<file path="src/rtl/mux_sel_arbiter_pkg.sv">
// rtl/mux_sel_arbiter_pkg.sv - shared types and helpers for the mux select arbiter
package mux_sel_arbiter_pkg;

    localparam int NUM_REQ = 8;
    localparam int SEL_W   = 3;

    typedef enum logic {
        IDLE  = 1'b0,
        GRANT = 1'b1
    } arb_state_t;

    function automatic logic [NUM_REQ-1:0] onehot8(input logic [SEL_W-1:0] idx);
        logic [NUM_REQ-1:0] v;
        v      = '0;
        v[idx] = 1'b1;
        return v;
    endfunction

endpackage

</file>
<file path="src/rtl/rr_pick8.sv">
// rtl/rr_pick8.sv - rotating-priority winner search over eight requests
module rr_pick8
    import mux_sel_arbiter_pkg::*;
(
    input  logic [NUM_REQ-1:0] req,
    input  logic [SEL_W-1:0]   ptr,
    output logic               found,
    output logic [SEL_W-1:0]   idx
);

    logic [SEL_W-1:0]     start;
    logic [SEL_W-1:0]     offs;
    logic [2*NUM_REQ-1:0] dbl;
    logic [NUM_REQ-1:0]   rot;

    // Rotate so the slot after ptr sits at bit 0; the last owner lands at bit 7.
    always_comb begin
        start = ptr + 3'd1;
        dbl   = {req, req} >> start;
        rot   = dbl[NUM_REQ-1:0];
        found = |req;
        offs  = '0;
        for (int i = NUM_REQ - 1; i >= 0; i--) begin
            if (rot[i]) begin
                offs = SEL_W'(i);
            end
        end
        idx = start + offs;
    end

endmodule

</file>
<file path="src/rtl/mux_sel_arbiter.sv">
// rtl/mux_sel_arbiter.sv - round-robin owner of the 8:1 mux select with per-grant burst limit
module mux_sel_arbiter
    import mux_sel_arbiter_pkg::*;
#(
    parameter int BURST_MAX = 4,
    parameter int CNT_W     = 4
) (
    input  logic               clk,
    input  logic               reset,
    input  logic [7:0]         req,
    input  logic               out_ready,
    output logic [7:0]         grant,
    output logic               C2,
    output logic               C1,
    output logic               C0,
    output logic               out_valid,
    output logic [CNT_W-1:0]   beat_cnt
);

    localparam logic [CNT_W-1:0] BURST_LAST = CNT_W'(BURST_MAX - 1);

    arb_state_t         state, state_next;
    logic [SEL_W-1:0]   sel, sel_next;
    logic [SEL_W-1:0]   ptr, ptr_next;
    logic [7:0]         grant_next;
    logic [CNT_W-1:0]   cnt_next;

    logic               found;
    logic [SEL_W-1:0]   idx;
    logic [SEL_W-1:0]   pick_ptr;
    logic               accept;
    logic               grant_end;

    // While granting, the search must already treat the current owner as last.
    assign pick_ptr  = (state == GRANT) ? sel : ptr;
    assign accept    = out_valid & out_ready;
    assign grant_end = (state == GRANT) &&
                       ((accept && (beat_cnt == BURST_LAST)) || !req[sel]);

    rr_pick8 u_pick (
        .req   (req),
        .ptr   (pick_ptr),
        .found (found),
        .idx   (idx)
    );

    always_ff @(posedge clk) begin
        if (reset) begin
            state    <= IDLE;
            grant    <= '0;
            sel      <= '0;
            ptr      <= 3'd7;
            beat_cnt <= '0;
        end else begin
            state    <= state_next;
            grant    <= grant_next;
            sel      <= sel_next;
            ptr      <= ptr_next;
            beat_cnt <= cnt_next;
        end
    end

    always_comb begin
        state_next = state;
        grant_next = grant;
        sel_next   = sel;
        ptr_next   = ptr;
        cnt_next   = beat_cnt;
        case (state)
            IDLE: begin
                if (found) begin
                    state_next = GRANT;
                    grant_next = onehot8(idx);
                    sel_next   = idx;
                    cnt_next   = '0;
                end
            end
            GRANT: begin
                if (grant_end) begin
                    ptr_next = sel;
                    cnt_next = '0;
                    if (found) begin
                        grant_next = onehot8(idx);
                        sel_next   = idx;
                    end else begin
                        state_next = IDLE;
                        grant_next = '0;
                    end
                end else if (accept) begin
                    cnt_next = beat_cnt + 1'b1;
                end
            end
            default: state_next = IDLE;
        endcase
    end

    always_comb begin
        out_valid = (state == GRANT) && req[sel];
        C2        = sel[2];
        C1        = sel[1];
        C0        = sel[0];
    end

endmodule

</file>
<file path="config.mk">
export PLATFORM = sky130hd
export DESIGN_NAME = mux_sel_arbiter
export DESIGN_NICKNAME = d
export VERILOG_FILES = /design/src/rtl/mux_sel_arbiter_pkg.sv /design/src/rtl/rr_pick8.sv /design/src/rtl/mux_sel_arbiter.sv
export SDC_FILE = /design/constraint.sdc
export NUM_CORES = 1
export LEC_CHECK = 0
export CAP_MARGIN = 30
export CELL_PAD_IN_SITES_DETAIL_PLACEMENT = 0
export CELL_PAD_IN_SITES_GLOBAL_PLACEMENT = 2
export CORE_MARGIN = 10
export CORE_UTILIZATION = 34
export CTS_CLUSTER_SIZE = 10
export DETAILED_ROUTE_END_ITERATION = 8
export MAX_ROUTING_LAYER = met4
export PLACE_DENSITY_LB_ADDON = 0.1
export SLEW_MARGIN = 20
export SYNTH_ARGS = -nofsm -noshare
export SYNTH_HDL_FRONTEND = slang
export SYNTH_SLANG_ARGS = --single-unit
</file>
<file path="constraint.sdc">
create_clock -name clk -period 11.5 [get_ports clk]
set_input_delay 2.3 -clock clk [delete_from_list [all_inputs] [get_ports clk]]
set_output_delay 2.3 -clock clk [all_outputs]
set_load 0.05 [all_outputs]
</file>
==> results of run 1 <==
==> Yosys cell counts (2+ instances only) <==
cell type and n:
dfxtp_1 19, nor4_1 4, a21oi_2 2, mux2_2 6
mux2i_4 2, nand4_2 2, nor4b_1 2, nor3_1 4
mux4_1 8, nand3_1 16, mux2i_1 13, o21ai_1 9
mux4_2 4, xnor2_1 4, inv_1 8, a211o_1 3
nor2_1 13, or3_1 2, a31oi_1 3, nand2_1 15
or4_1 2, nor2b_1 2, ha_1 3, buf_6 3
==> cells in the final DEF, fill, tap and decap left out, types with 4 or more instances in the layout <==
| cell type | Yosys | routed |
|---|---|---|
| nand3_1 | 16 | 16 |
| inv_1 | 8 | 8 |
| mux2_2 | 6 | 6 |
| nor3_1 | 4 | 4 |
| nand2_1 | 15 | 15 |
| nor2_1 | 13 | 13 |
| xnor2_1 | 4 | 4 |
| mux4_2 | 4 | 4 |
| nor4_1 | 4 | 4 |
| mux2i_1 | 13 | 13 |
| clkdlybuf4s50_1 | 0 | 26 |
| o21ai_1 | 9 | 9 |
| dfxtp_1 | 19 | 19 |
| mux4_1 | 8 | 8 |
==> cell type report <==
class	instances	area (sq um)
Multi-Input combinational cell	132	1180
Inverter	8	30.0
Clock buffer	3	41.3
Timing Repair Buffer	27	265
Fill cell	464	2730
Clock inverter	1	5.00
Sequential cell	19	380
Tap cell	67	83.8
==> kinds of logic after synthesis <==
logic type                 synth area share, %
xor gates and xnor gates                  4.31
DFF                                       23.0
muxes                                     32.8
adders and majority gates                 3.48
AOI/OAI and AO/OA                         9.07
buffers and inverters                     5.52
and+or+nand+nor                           21.8
==> tightest hold or removal path: cells and delay by family, from the launching register on <==
| family | cells | cell delay [ns] |
|---|---|---|
| AND/OR/NAND/NOR | 2 | 0.12 |
| flip-flops | 1 | 0.33 |
==> state kept, by name (all words and copies together) (netlist names) <==
name and cells:
grant 8, state 1, sel 3, ptr 3, beat_cnt 4
==> through the flow <==
| stage | utilization, % | hold slack, ns | worst slack (ns) | instances | power (uW) |
|---|---|---|---|---|---|
| after floorplan | - | 0.431 | 5.91 | 165 | 432 |
| after global placement | 41.0 | 0.451 | 4.83 | 252 | 498 |
| after detailed placement | 41.1 | 0.462 | 4.81 | 253 | 509 |
| after CTS | 42.1 | 0.482 | 4.81 | 257 | 559 |
| after global routing | 42.1 | 0.509 | 4.72 | 257 | 612 |
| final | 42.1 | 0.480 | 4.81 | 257 | 555 |
==> worst max path at each step <==
stage,end,slack [ns],depth (start not counted)
final,out_valid,4.81,5
after detailed placement,out_valid,4.81,5
after global routing,out_valid,4.72,5
after CTS,out_valid,4.81,5
after floorplan,out_valid,5.91,3
after global placement,out_valid,4.83,5
==> layer usage <==
layer | vias up | routed length [um] | share of wire, % | global-route usage [%]
li1 | 685 | - | - | -
met1 | 675 | 1890 | 46 | 12.9
met2 | 37 | 2040 | 50 | 17.1
met3 | 2 | 149 | 3.6 | 2.08
met4 | 0 | 6 | 0.15 | 1.89
met5 | - | 0 | 0 | -
==> where the power goes <==
part	switching [uW]	internal (uW)
Clock	24.1	24.1
Sequential	13.2	78.8
Combinational	244	171
Total	281	274
==> impl_metrics.tcl, run 1 <==
set metrics [dict create \
    htree_levels 1 \
    drive_gt1_share_pct 13.7 \
    clockBufferDepth 2 \
    hold_depth 2 \
    arrival_ns 4.39 \
    grt_max_degree 15 \
    criticalPathCategory "in -> out" \
    cts_root_buffer "clkbuf_8" \
    synth.area.top_cells "dfxtp_1 23%, mux4_1 13%, mux2i_1 7.9%, mux4_2 5.4%, nand3_1 4.8%" \
    syn_area_sq_um 1660 \
    endpoint_kind "output port" \
    dr_total_vias 1399 \
    syn_nets 180 \
    wirelength_um 4080 \
    drc 0 \
    r2r-start "state$_SDFF_PP0_" \
    cts.sinks 19 \
    drtAntennaViolNets 0 \
    yosys.area.top_type "dfxtp_1" \
    ys_types 40 \
    grt.overflow.total 0 \
    postCtsSetupRepairBufs 0 \
    yosysSeqAreaShare_pct 23.0 \
    worstPathRequired_ns 9.20 \
    syn_avg_cell_area_sq_um 10.0 \
    setup_viol 0 \
    ys_warn_count 0 \
    critPathLaunchType "primary input" \
    slowest_delay_ns 0.72 \
    numCtsBuffers 3 \
    path_buf_inv 2 \
    skew_ns 0.00175 \
    timing_hold_violations_final 0 \
    place_hpwl_um 3280 \
    worst_slew_pin_slew_ns 0.600 \
    dieArea_sq_um 8060 \
    reg2reg_slack_ns 6.80 \
    gp_congestion 0.745 \
    grt_first_pass_wirelength_um 7040 \
    syn_inst 165 \
    path_cells "clkdlybuf4s50_1, mux4_2, mux2i_1, nor2_1, clkdlybuf4s50_1" \
    hold_start "grant[0]$_SDFFE_PP0P_" \
    rsz0062_at_grt "false" \
    holdBufCountCts 0 \
    final_area_sq_um 1990 \
    antennaDiodeCount 0 \
    synth_flop_cell "dfxtp_1" \
    area_growth_pct 20.2 \
    track_usage_pct 10.4 \
    portBuffers 26 \
    drtIter0Drc 79 \
    rows 25 \
    drv_slew 0 \
    max_slew_margin_pct 59.7 \
    cp-startpoint "req[7]" \
    fmax_mhz 149 \
    die_w_um 89.8 \
    synth_top_area_share_pct 23.0 \
    start_util_pct 35.0 \
    ir_worst_vdd_mv 0.121 \
    timing.rr.end "grant[1]$_SDFFE_PP0P_" \
    status "complete, no violations" \
    nNetsFinal 206 \
    cap_violations 0 \
    finalCriticalPeriod_ns 6.69 \
    path_clk_slew_ns 0.08 \
    finalCritPeriodShare_pct 58.2 \
    synth_edf_count 0 \
    clock_latency_ns 0.26 \
    dr.pass1.iters 6 \
    pin_count 27 \
    hold_end "grant[0]$_SDFFE_PP0P_" \
    worst_r2r_path_depth 13 \
    cts_tree "done" \
    power_density_nw_per_um2 279 \
    cp_top_family "buffers and inverters" \
    core_area_sq_um 4720 \
    first_global_vias 1419 \
    ys_async_sr_fraction_pct 0 \
    critPathSlowestCell "clkdlybuf4s50_1" \
    post_drt_wl_per_cell_um 15.9 \
    path_common_cell "clkdlybuf4s50_1" \
    fin_setup_tns_ns 0 \
    holdCritPathClass "reg -> reg" \
    cp_max_fo 5 \
    die_y_um 89.8 \
    power_leakage_uw 0.000756 \
    detailed_place.area_sq_um 1940 \
    synth-seq-cells 19 \
    cts-resized-gates 0 \
    antenna_found_initial 0 \
    viasPerCell 5.44 \
]
No activity file was read; power rests on OpenSTA's default activity.
==> run 2, diff against run 1 <==
--- a/config.mk
+++ b/config.mk
@@ -9,7 +9,7 @@
 export CELL_PAD_IN_SITES_DETAIL_PLACEMENT = 0
 export CELL_PAD_IN_SITES_GLOBAL_PLACEMENT = 2
 export CORE_MARGIN = 10
-export CORE_UTILIZATION = 34
+export CORE_UTILIZATION = 30
 export CTS_CLUSTER_SIZE = 10
 export DETAILED_ROUTE_END_ITERATION = 8
 export MAX_ROUTING_LAYER = met4
==> constraint.sdc (replaced) <==
create_clock -name clk -period 5.55 [get_ports clk]
set_input_delay 1.11 -clock clk [delete_from_list [all_inputs] [get_ports clk]]
set_output_delay 1.11 -clock clk [all_outputs]
set_load 0.05 [all_outputs]
==> impl_metrics.tcl, run 2 (same netlist as run 1, synthesis figures left out) <==
set metrics [dict create \
    largest_register_ffs 8 \
    grt_max_degree 15 \
    pin_count 27 \
    reg2reg_slack_ns 0.94 \
    htree_levels 1 \
    holdBufCountCts 0 \
    arrival_ns 4.80 \
    rsz0062_at_grt "false" \
    cts.sinks 19 \
    antennaDiodeCount 0 \
    antenna_found_initial 0 \
    power_density_nw_per_um2 571 \
    criticalPathCategory "reg -> reg" \
    fin_setup_tns_ns 0 \
    hold_depth 2 \
    critPathLaunchType "register" \
    gp_congestion 0.824 \
    timing_hold_violations_final 0 \
    finalCriticalPeriod_ns 4.61 \
    power_leakage_uw 0.000757 \
    postCtsSetupRepairBufs 0 \
    rows 26 \
    hold_start "grant[1]$_SDFFE_PP0P_" \
    drtAntennaViolNets 0 \
    nNetsFinal 206 \
    dr_total_vias 1343 \
    dieArea_sq_um 8890 \
    max_slew_margin_pct 61.2 \
    cts_root_buffer "clkbuf_8" \
    core_area_sq_um 5240 \
    numCtsBuffers 3 \
    cap_violations 0 \
    post_drt_wl_per_cell_um 15.3 \
    track_usage_pct 9.63 \
    regMostFlops "grant" \
    finalCritPeriodShare_pct 83.0 \
    drc 0 \
    path_clk_slew_ns 0.08 \
    drive_gt1_share_pct 13.7 \
    holdCritPathClass "reg -> reg" \
    clockBufferDepth 2 \
    grt.overflow.total 0 \
    start_util_pct 31.6 \
    dr.pass1.iters 4 \
    viasPerCell 5.17 \
    cts-resized-gates 0 \
    worstPathRequired_ns 5.75 \
    final_cell_mix "26 x clkdlybuf4s50_1, 19 x dfxtp_1, 16 x nand3_1, 15 x nand2_1" \
    skew_ns 0.00111 \
    timing.rr.end "grant[5]$_SDFFE_PP0P_" \
    cp_max_fo 14 \
    wirelength_um 3990 \
    die_w_um 94.3 \
    p_total_uw 1140 \
    drtIter0Drc 33 \
    top_regs "grant (8), beat_cnt (4)" \
    hold_end "grant[1]$_SDFFE_PP0P_" \
    grt_first_pass_wirelength_um 6840 \
    area_growth_pct 20.4 \
    r2r-start "state$_SDFF_PP0_" \
    worst_slew_pin_slew_ns 0.570 \
    ir_worst_vdd_mv 0.260 \
    status "complete, no violations" \
    worst_r2r_path_depth 13 \
    fmax_mhz 217 \
    die_y_um 94.3 \
    place_hpwl_um 3190 \
    setup_viol 0 \
    cts_tree "done" \
    portBuffers 26 \
    drv_slew 0 \
    first_global_vias 1342 \
    endpoint_kind "register" \
    clock_latency_ns 0.25 \
    final_common_cell "clkdlybuf4s50_1" \
]
-- run 2: cell count changes in the layout (fill, tap and decap cells not counted) --
cell | before | now
buf_2 | 1 | 0
clkbuf_2 | 0 | 1
-- run 2: cell type report --
class                      instances  area [sq um]
sequential                        19           380
inverter                           8          30.0
multi-input combinational        132          1180
tap                               70          87.6
timing repair buffer              27           265
clock buffer                       3          41.3
clock inverter                     1          5.00
fill                             535          3240
-- run 2: how the worst max path moves through the flow --
stage	from	to	slack, ns	cells after the start
2_1_floorplan	sel[0]$_SDFFE_PP0P_	grant[1]$_SDFFE_PP0P_	1.36	14
3_3_place_gp	state$_SDFF_PP0_	grant[3]$_SDFFE_PP0P_	1.04	13
3_5_place_dp	state$_SDFF_PP0_	grant[5]$_SDFFE_PP0P_	0.96	13
4_1_cts	state$_SDFF_PP0_	grant[5]$_SDFFE_PP0P_	0.93	13
5_1_grt	state$_SDFF_PP0_	grant[5]$_SDFFE_PP0P_	0.53	13
6_report	state$_SDFF_PP0_	grant[5]$_SDFFE_PP0P_	0.94	13
-- run 2: worst max-delay path, stage by stage, from the launching register on --
cell      delay [ns]
dfxtp_1         0.55
mux2i_4         0.61
inv_1           0.10
ha_1            0.30
xnor2_1         0.47
mux4_1          0.69
o21ai_0         0.11
a31oi_1         0.09
a21boi_0        0.20
ha_1            0.20
fa_1            0.52
nor4b_1         0.48
o21ai_1         0.14
nand3_1         0.09
-- run 2: where the power goes --
group | leakage (uW) | switching (uW) | internal [uW] | total (uW)
logic | 0.000576 | 494 | 354 | 847
clock network | 0.0000255 | 48.9 | 49.9 | 98.8
registers | 0.000156 | 28.0 | 163 | 191
-- run 2: per-layer routing --
layer	vias to the layer above	track usage (%)	routed length [um]
met5	-	-	0
li1	684	-	-
met4	0	3.04	43
met3	2	1.36	113
met1	636	12.1	2020
met2	21	15.4	1810
-- run 2: through the flow --
step | instances | hold WS [ns] | worst slack [ns] | area, sq um | utilization [%]
floorplan | 165 | 0.431 | 1.36 | 1660 | -
global placement | 255 | 0.455 | 1.04 | 1940 | 37.1
detailed placement | 255 | 0.455 | 0.964 | 1940 | 37.1
CTS | 259 | 0.477 | 0.929 | 1990 | 38.0
global route | 260 | 0.495 | 0.532 | 1990 | 38.1
finish | 260 | 0.469 | 0.945 | 1990 | 38.1
==> run 3, diff against run 2 <==
==> constraint.sdc (replaced) <==
create_clock -name clk -period 4.01 [get_ports clk]
set_input_delay 0.802 -clock clk [delete_from_list [all_inputs] [get_ports clk]]
set_output_delay 0.802 -clock clk [all_outputs]
set_load 0.05 [all_outputs]
==> impl_metrics.tcl, run 3 (same netlist as run 1, synthesis figures left out) <==
set metrics [dict create \
    path_cells "mux2_2, ha_1, xor2_4, buf_4, mux4_2, o21ai_0, a31oi_1, a21boi_0, ha_1, fa_2, nor4b_2, nand3_1, nand3_1" \
    swShare_pct 48.6 \
    final_common_cell "clkdlybuf4s50_1" \
    grt_first_pass_wirelength_um 7080 \
    fin_hold_ws_ns 0.468 \
    p_sw_uw 886 \
    worst_slew_pin_slew_ns 0.513 \
    final_cell_mix "26 x clkdlybuf4s50_1, 17 x dfxtp_1, 16 x nand3_1, 15 x nand2_1" \
    htree_levels 1 \
    drtAntennaViolNets 0 \
    wirelength_um 4100 \
    start_util_pct 31.6 \
    setup_viol 0 \
    cap_violations 0 \
    drc 0 \
    final_area_sq_um 2140 \
    cts_root_buffer "clkbuf_8" \
    fmax_mhz 267 \
    clock_latency_ns 0.26 \
    largest_register_ffs 8 \
    max_slew_margin_pct 65.7 \
    power_leakage_uw 0.000824 \
    area_growth_pct 29.0 \
    cts.sinks 19 \
    first_global_vias 1417 \
    drv_slew 0 \
    p_seq_share_pct 14.2 \
    finalCriticalPeriod_ns 3.74 \
    holdCritPathClass "reg -> reg" \
    grt.overflow.total 0 \
    post_drt_wl_per_cell_um 15.1 \
    regMostFlops "grant" \
    cp_max_fo 7 \
    cellInternalPower_uw 936 \
    cts_tree "done" \
    rsz0062_at_grt "false" \
    endpoint_kind "register" \
    dr.pass1.iters 4 \
    gp_congestion 0.803 \
    status "complete, no violations" \
    antenna_found_initial 0 \
    viasPerCell 5.09 \
    arrival_ns 3.95 \
    cp_top_family "adder cells" \
    slowest_delay_ns 0.51 \
    fin_setup_tns_ns 0 \
    die_y_um 94.3 \
    nNetsFinal 218 \
    track_usage_pct 10.1 \
    p_clk_share_pct 7.6 \
    dr_total_vias 1384 \
    detailed_place.area_sq_um 2030 \
    dieArea_sq_um 8890 \
    timing_hold_violations_final 0 \
    place_hpwl_um 3260 \
    ir_worst_vdd_mv 0.354 \
    worstPathRequired_ns 4.22 \
    drtIter0Drc 31 \
    numCtsBuffers 3 \
    clockBufferDepth 2 \
    critPathLaunchType "register" \
    drive_gt1_share_pct 23.8 \
    top_regs "grant (8), beat_cnt (4)" \
    p_total_uw 1820 \
    criticalPathCategory "reg -> reg" \
    path_clk_slew_ns 0.08 \
    core_area_sq_um 5240 \
    skew_ns 0.00605 \
    holdBufCountCts 0 \
    grt_max_degree 14 \
    power_density_nw_per_um2 853 \
    antennaDiodeCount 0 \
    path_buf_inv 1 \
    die_w_um 94.3 \
    pin_count 27 \
    rows 26 \
    portBuffers 26 \
    finalCritPeriodShare_pct 93.3 \
    critPathSlowestCell "mux4_2" \
    combinationalPowerShare_pct 78.2 \
]
[run 3: cell types whose count changed in the layout (fill, tap and decap cells not counted), moves of 2 or more]
| cell | delta |
|---|---|
| buf_4 | +13 |
| dfxtp_1 | -2 |
| dfxtp_2 | +2 |
| nor4_1 | -4 |
| nor4_2 | +4 |
| nor4b_1 | -2 |
| nor4b_2 | +2 |
[run 3: per-layer routing]
layer  vias to the layer above  track usage [%]  wire length, um
met5                         -                -                0
met4                         0             3.80               43
met3                         2             2.00              140
met2                        21             15.7             1970
met1                       653             12.5             1950
li1                        708                -                -
[run 3: repair_timing]
action	CTS	global route
setup buffers	0	2
endpoints found under the setup margin	0	8
endpoints found under the hold margin	0	0
resized for setup	0	9
[run 3: power by group through the flow]
stage,Clock (uW),Sequential [uW],Combinational (uW)
3_3_place_gp,0,263,1290
3_5_place_dp,0,263,1300
6_report,138,258,1430
5_1_grt,155,263,1570
2_1_floorplan,0,336,905
4_1_cts,148,259,1310
[run 3: worst paths after layout]
check / from / end / slack, ns / cells past startpoint
hold reg to reg: grant[4]$_SDFFE_PP0P_ / grant[4]$_SDFFE_PP0P_ / 0.47 / 2
setup reg to reg: state$_SDFF_PP0_ / grant[5]$_SDFFE_PP0P_ / 0.27 / 13
setup / recovery: state$_SDFF_PP0_ / grant[5]$_SDFFE_PP0P_ / 0.27 / 13
hold / removal: grant[4]$_SDFFE_PP0P_ / grant[4]$_SDFFE_PP0P_ / 0.47 / 2
[run 3: per-stage QoR]
| stage | worst slack, ns | cells | util [%] |
|---|---|---|---|
| after floorplan | 0.0384 | 165 | - |
| after global placement | 0.0531 | 266 | 38.7 |
| after detailed placement | -0.00587 | 266 | 38.7 |
| after CTS | 0.0611 | 270 | 39.6 |
| after global routing | 0.0182 | 272 | 40.8 |
| final | 0.268 | 272 | 40.8 |
[run 3: cell type report]
type / instances / area, sq um
sequential: 19 / 383
inverter: 8 / 30.0
timing repair buffer: 39 / 358
clock buffer: 3 / 41.3
fill: 538 / 3100
tap: 70 / 87.6
clock inverter: 1 / 5.00
multi-input combinational: 132 / 1230
[run 3: worst register-to-register path: stages (launching register included)]
cell and delay (ns):
dfxtp_2 0.38, mux2_2 0.35, ha_1 0.25, xor2_4 0.26, buf_4 0.16, mux4_2 0.51, o21ai_0 0.18, a31oi_1 0.10
a21boi_0 0.20, ha_1 0.21, fa_2 0.51, nor4b_2 0.36, nand3_1 0.12, nand3_1 0.10
